File: src/rtl/enc_delta_fifo.sv
// Delta-encoding capture FIFO: turns counter-stage strobes into {first, ovf, delta}
// records and streams each one as 32-bit words. Optional timestamp word: ENC_DELTA_TSTAMP_EN.
module enc_delta_fifo #(
  parameter int P_ADDR_W = 4,
  parameter int P_DROP_W = 16
) (
  input  logic                CLK,
  input  logic                I_RST,
  input  logic                I_ARM,
  input  logic [63:0]         I_CNT,
  input  logic                I_OVERFLOW,
  input  logic                I_READY,
  output logic [31:0]         O_DATA,
  output logic                O_VALID,
  output logic                O_LAST,
  input  logic                I_RDY,
  output logic                O_FULL,
  output logic                O_EMPTY,
  output logic [P_DROP_W-1:0] O_DROP_CNT
);

  localparam int                LP_DEPTH    = 1 << P_ADDR_W;
  localparam logic [P_ADDR_W:0] LP_FULL_CNT = (P_ADDR_W+1)'(LP_DEPTH);
  localparam logic [P_ADDR_W:0] LP_ONE      = (P_ADDR_W+1)'(1);

  typedef struct packed {
    logic        first;
    logic        ovf;
    logic [63:0] delta;
`ifdef ENC_DELTA_TSTAMP_EN
    logic [31:0] ts;
`endif
  } rec_t;

  typedef enum logic [2:0] {
    S_IDLE = 3'd0,
    S_HI   = 3'd1,
    S_MID  = 3'd2,
    S_LO   = 3'd3
`ifdef ENC_DELTA_TSTAMP_EN
    ,S_TS  = 3'd4
`endif
  } state_t;

`ifdef ENC_DELTA_TSTAMP_EN
  localparam state_t LP_POP_STATE = S_TS;
`else
  localparam state_t LP_POP_STATE = S_LO;
`endif

  rec_t                mem_q [LP_DEPTH];
  logic [P_ADDR_W-1:0] wr_ptr_q, rd_ptr_q, rd_ptr_nxt;
  logic [P_ADDR_W:0]   cnt_q, cnt_d;
  logic [63:0]         prev_q;
  logic                first_q;
  logic [P_DROP_W-1:0] drop_q;
  state_t              state_q, state_d;
  logic [31:0]         data_q, data_d;
  logic                valid_q, valid_d;
  logic                last_q, last_d;

  logic capture, full, empty, xfer, pop, push, drop, more_after_pop;
  rec_t wr_rec, head_rec, next_rec;

`ifdef ENC_DELTA_TSTAMP_EN
  logic [31:0] ts_q;

  always_ff @(posedge CLK or posedge I_RST) begin
    if (I_RST) ts_q <= '0;
    else       ts_q <= ts_q + 32'd1;
  end
`endif

  function automatic logic [31:0] hi_word(input rec_t r);
    return {r.first, r.ovf, 14'b0, r.delta[63:48]};
  endfunction

  function automatic logic [31:0] mid_word(input rec_t r);
    return r.delta[47:16];
  endfunction

  function automatic logic [31:0] lo_word(input rec_t r);
    return {r.delta[15:0], 16'h0000};
  endfunction

  assign capture    = I_ARM & I_READY;
  assign full       = (cnt_q == LP_FULL_CNT);
  assign empty      = (cnt_q == '0);
  assign xfer       = valid_q & I_RDY;
  assign pop        = xfer & (state_q == LP_POP_STATE);
  // A full FIFO still accepts a capture when the head record leaves on the same edge.
  assign push       = capture & (~full | pop);
  assign drop       = capture & full & ~pop;
  assign rd_ptr_nxt = rd_ptr_q + 1'b1;

  // NOTE: every always_comb output gets a default first so no path can infer a latch.
  always_comb begin
    wr_rec       = '0;
    wr_rec.first = first_q;
    wr_rec.ovf   = I_OVERFLOW;
    wr_rec.delta = I_CNT - prev_q;
`ifdef ENC_DELTA_TSTAMP_EN
    wr_rec.ts    = ts_q;
`endif
  end

  // Head and successor bypass the array when the record is being written this edge.
  assign head_rec       = empty ? wr_rec : mem_q[rd_ptr_q];
  assign next_rec       = (cnt_q > LP_ONE) ? mem_q[rd_ptr_nxt] : wr_rec;
  assign more_after_pop = (cnt_q > LP_ONE) | push;

  always_comb begin
    cnt_d = cnt_q;
    if (push && !pop)      cnt_d = cnt_q + 1'b1;
    else if (pop && !push) cnt_d = cnt_q - 1'b1;
  end

  // NOTE: sequential state uses non-blocking assignments so every register samples pre-edge values.
  always_ff @(posedge CLK or posedge I_RST) begin
    if (I_RST) begin
      wr_ptr_q <= '0;
      rd_ptr_q <= '0;
      cnt_q    <= '0;
      prev_q   <= '0;
      first_q  <= 1'b1;
      drop_q   <= '0;
    end else begin
      cnt_q <= cnt_d;
      if (push) wr_ptr_q <= wr_ptr_q + 1'b1;
      if (pop)  rd_ptr_q <= rd_ptr_nxt;
      if (!I_ARM) begin
        prev_q  <= '0;
        first_q <= 1'b1;
      end else if (I_READY) begin
        prev_q  <= I_CNT;
        first_q <= 1'b0;
      end
      if (drop && (drop_q != '1)) drop_q <= drop_q + 1'b1;
    end
  end

  // NOTE: the record array has no reset; occupancy and pointers alone decide what is valid.
  always_ff @(posedge CLK) begin
    if (push) mem_q[wr_ptr_q] <= wr_rec;
  end

  always_comb begin
    state_d = state_q;
    data_d  = data_q;
    valid_d = valid_q;
    last_d  = last_q;
    case (state_q)
      S_IDLE: begin
        if (!empty || push) begin
          state_d = S_HI;
          data_d  = hi_word(head_rec);
          valid_d = 1'b1;
          last_d  = 1'b0;
        end
      end
      S_HI: begin
        if (xfer) begin
          state_d = S_MID;
          data_d  = mid_word(head_rec);
          last_d  = 1'b0;
        end
      end
      S_MID: begin
        if (xfer) begin
          state_d = S_LO;
          data_d  = lo_word(head_rec);
`ifdef ENC_DELTA_TSTAMP_EN
          last_d  = 1'b0;
`else
          last_d  = 1'b1;
`endif
        end
      end
`ifdef ENC_DELTA_TSTAMP_EN
      S_LO: begin
        if (xfer) begin
          state_d = S_TS;
          data_d  = head_rec.ts;
          last_d  = 1'b1;
        end
      end
      S_TS: begin
`else
      S_LO: begin
`endif
        if (xfer) begin
          if (more_after_pop) begin
            state_d = S_HI;
            data_d  = hi_word(next_rec);
            valid_d = 1'b1;
          end else begin
            state_d = S_IDLE;
            data_d  = '0;
            valid_d = 1'b0;
          end
          last_d = 1'b0;
        end
      end
      default: begin
        state_d = S_IDLE;
        data_d  = '0;
        valid_d = 1'b0;
        last_d  = 1'b0;
      end
    endcase
  end

  always_ff @(posedge CLK or posedge I_RST) begin
    if (I_RST) begin
      state_q <= S_IDLE;
      data_q  <= '0;
      valid_q <= 1'b0;
      last_q  <= 1'b0;
    end else begin
      state_q <= state_d;
      data_q  <= data_d;
      valid_q <= valid_d;
      last_q  <= last_d;
    end
  end

  assign O_DATA     = data_q;
  assign O_VALID    = valid_q;
  assign O_LAST     = last_q;
  assign O_FULL     = full;
  assign O_EMPTY    = empty;
  assign O_DROP_CNT = drop_q;

endmodule

File: config.mk
export PLATFORM = sky130hd
export DESIGN_NAME = enc_delta_fifo
export DESIGN_NICKNAME = d
export VERILOG_FILES = /design/src/rtl/enc_delta_fifo.sv
export SDC_FILE = /design/constraint.sdc
export NUM_CORES = 2
export LEC_CHECK = 0
export BUFFER_PORTS_ARGS = -buffer_cell sky130_fd_sc_hd__buf_4
export CORE_ASPECT_RATIO = 0.75
export CORE_MARGIN = 3
export CORE_UTILIZATION = 63
export DETAILED_ROUTE_END_ITERATION = 8
export PLACE_DENSITY = 0.79
export SLEW_MARGIN = 20
export SYNTH_ARGS = -nofsm -noshare
export SYNTH_HDL_FRONTEND = slang
export SYNTH_SLANG_ARGS = --single-unit
File: constraint.sdc
create_clock -name CLK -period 4.95 [get_ports CLK]
set_input_delay 0.495 -clock CLK [delete_from_list [all_inputs] [get_ports CLK]]
set_output_delay 0.495 -clock CLK [all_outputs]
set_load 0.005 [all_outputs]
==> results.cfg <==
[status]
status = complete, no violations

[cells_and_area]
drive_gt1_share_pct = 27.0
finalInstanceArea_mm2 = 0.0593
finalNetCount = 3291
instances_no_fill = 4353
fillers = 4836
syn_to_final_growth_pct = 12.6

[grt]
grt_overflow = 0
antenna_found_initial = 2
first_global_vias = 31500
grt_max_degree = 147
gr-usage-all-layers_pct = 33.5
grt_pass1_wl_mm = 213

[critical_path]
cp_max_fo = 16
rrSetupSlack_ps = 290
worstPathArrival_ps = 5010
rr_endpoint = mem_q[1][63]
cp.required_ps = 5300
worstReg2RegStart = prev_q[8]
endpoint_kind = flop
cp-start-kind = flop
worstRegToRegCells = 12
critPathKind = flop to flop

[drt]
viasPerCell = 7.09
first_iter_violations = 4181
wirelength_mm = 143
ant_nets = 0
num_vias = 30800
drt_pass1_iterations = 8
routedWlPerCell_um = 33.0
drc = 0

[timing]
worst_slew_pin_slew_ps = 1070
setup_viol = 0
whs_ps = 11.4
period_share_pct = 94.2
fmax_mhz = 214
slew_headroom_pct = 28.4
skew_ps = 36.8
timing.setup.tns_ps = 0
finalHoldViolations = 0
rsz0062_at_grt = false
slew_viol_final = 0
period_needed_ps = 4660

[synthesis]
ys_ff_latch = 1186
synth_warnings = 0
syn_area_per_cell_um2 = 17.9
ys_seq_area_share_pct = 66.4
synth_adder_area_share_pct = 1.87
ys.flop_type = edfxtp_1
syn_nets = 3096
syn_inst = 2948
syn_area_mm2 = 0.0527
synth-xor-area-share_pct = 1.48
synth_top_cell_by_area = edfxtp_1
async_flop_share_pct = 11.0
synthMuxAreaShare_pct = 19.1
synth_top_family_by_area = multiplexers
synthTopCellsByArea = edfxtp_1 60%, mux4_2 17%, dfrtp_1 6.1%
synth-compound-area-share_pct = 5.28
synth.distinct_cells = 73
synth-simple-area-share_pct = 4.02
synth-edff-count = 1056
yosysTopAreaCellShare_pct = 60.2

[place]
dp.cells = 4149
hpwlAfterDp_mm = 87.0
numPortBuffers = 121
finalWeightedCongestion = 0.924
placed_area_mm2 = 0.0557

[cts]
cts_root_buf = clkbuf_16
cts_max_path_buffers = 3
cts_tree = built
post_cts_buffers = 0
clk_latency_ps = 700
numCtsBuffers = 108
cts_sinks = 1186
htreeDepth = 3
cts_hold_repair.buffers = 0
cts_resized = 0
path_clk_slew_ps = 70

[floorplanning]
coreArea_mm2 = 0.0825
start_util_pct = 63.8
io_pins = 122
die_y_um = 256
rows = 91
dieArea_mm2 = 0.0872
fp.dieW_um = 340

[job]
drv_cap = 0

[power_and_ir_drop]
p_total_w = 0.0237
p_leak_nw = 19.7
ir_drop_uv = 296
powerDensity_mw_per_mm2 = 400

[hold_path]
hold_class = input port to asynchronous set/reset pin
## power by group
group / internal (W) / total (W) / switching, W
registers: 0.0120 / 0.0122 / 0.000220
logic: 0.000868 / 0.00293 / 0.00206
clock network: 0.00484 / 0.00858 / 0.00374
total: 0.0177 / 0.0237 / 0.00602
## final cells by class
| cell class | instances | area, um^2 | area share (%) |
|---|---|---|---|
| sequential | 1186 | 35000 | 59.0 |
| multi-input combinational | 1501 | 16900 | 28.4 |
| clock buffer | 145 | 2950 | 4.98 |
| timing repair buffer | 251 | 2110 | 3.56 |
| tap | 1116 | 1400 | 2.35 |
| clock inverter | 58 | 668 | 1.13 |
| inverter | 95 | 362 | 0.609 |
| antenna | 1 | 2.50 | 0.00422 |
## how the worst max path moves through the flow
stage / cells past startpoint / from / end
after global placement: 11 / I_CNT[10] / mem_q[6][49]
after detailed placement: 12 / I_CNT[8] / mem_q[3][63]
after floorplan: 1 / I_RST / O_DATA[0]
final: 12 / prev_q[8] / mem_q[1][63]
after global routing: 12 / prev_q[10] / mem_q[1][63]
after CTS: 12 / prev_q[0] / mem_q[3][56]
## layer usage
| layer | vias to the layer above | track usage [%] | share of wire, % |
|---|---|---|---|
| li1 | 12300 | - | - |
| met1 | 15900 | 47.3 | 36 |
| met2 | 2279 | 51.7 | 47 |
| met3 | 380 | 8.24 | 13 |
| met4 | 2 | 12.5 | 4.1 |
| met5 | - | 0 | 0.013 |
## placed cells by master, fill, tap and decap left out, types with 18 or more instances in the layout
master,instances
a211oi_1,34
nand4_1,29
clkbuf_16,109
o21bai_1,18
xnor2_1,44
ha_1,76
o21ai_0,83
a21o_1,27
nand2_1,131
o21a_1,18
nor2b_1,85
clkbuf_1,27
nor2_1,72
buf_12,18
a21oi_1,114
clkinv_2,18
buf_4,233
edfxtp_1,1056
xor2_1,34
inv_1,94
mux2i_1,85
mux4_2,405
nand3_1,25
dfrtp_1,125
## cells in the mapped netlist (13+ instances only)
library cell and n:
edfxtp_1 1056, mux4_2 405, nand2_1 132, dfrtp_1 129, a21oi_1 114, clkbuf_1 97
inv_1 95, mux2i_1 85, nor2b_1 85, o21ai_0 83, ha_1 77, nor2_1 72
xnor2_1 51, xor2_1 38, buf_1 35, a211oi_1 34, buf_2 33, and2_1 29
nand4_1 29, a21o_1 27, nand3_1 25, o21a_1 18, o21bai_1 18, a221o_1 14
a22oi_1 13, and3_1 13
## worst max-delay path: stages (launching register included)
cell	delay, ps
dfrtp_1	350
inv_1	50
ha_1	400
and4_1	290
o2bb2ai_1	170
a21oi_1	90
o21ai_0	480
nand2_1	160
o21bai_1	500
a31oi_2	330
o31a_1	400
o21ai_0	240
xor2_1	820
## sequential cells by signal, indices dropped and copies added (netlist names)
name	count
mem_q	1056
first_q	1
O_DATA	32
O_LAST	1
rd_ptr_q	4
O_DROP_CNT	16
prev_q	64
O_VALID	1
state_q	2
cnt_q	5
wr_ptr_q	4
## through the flow
step / setup WS (ps) / util (%)
floorplan: 987 / -
global placement: 465 / 67.4
detailed placement: 350 / 67.4
CTS: 518 / 71.8
global route: 121 / 71.9
finish: 288 / 71.9
## kinds of logic (layout without fill, tap and decap cells)
logic type / Yosys count / count (layout)
and+or+nand+nor: 425 / 425
DFF: 1186 / 1186
AOI/OAI and AO/OA: 413 / 413
other: 0 / 1
muxes: 496 / 496
xor gates and xnor gates: 89 / 89
buffers and inverters: 261 / 549
adders and majority gates: 78 / 78
No activity file was read; power rests on OpenSTA's default activity.
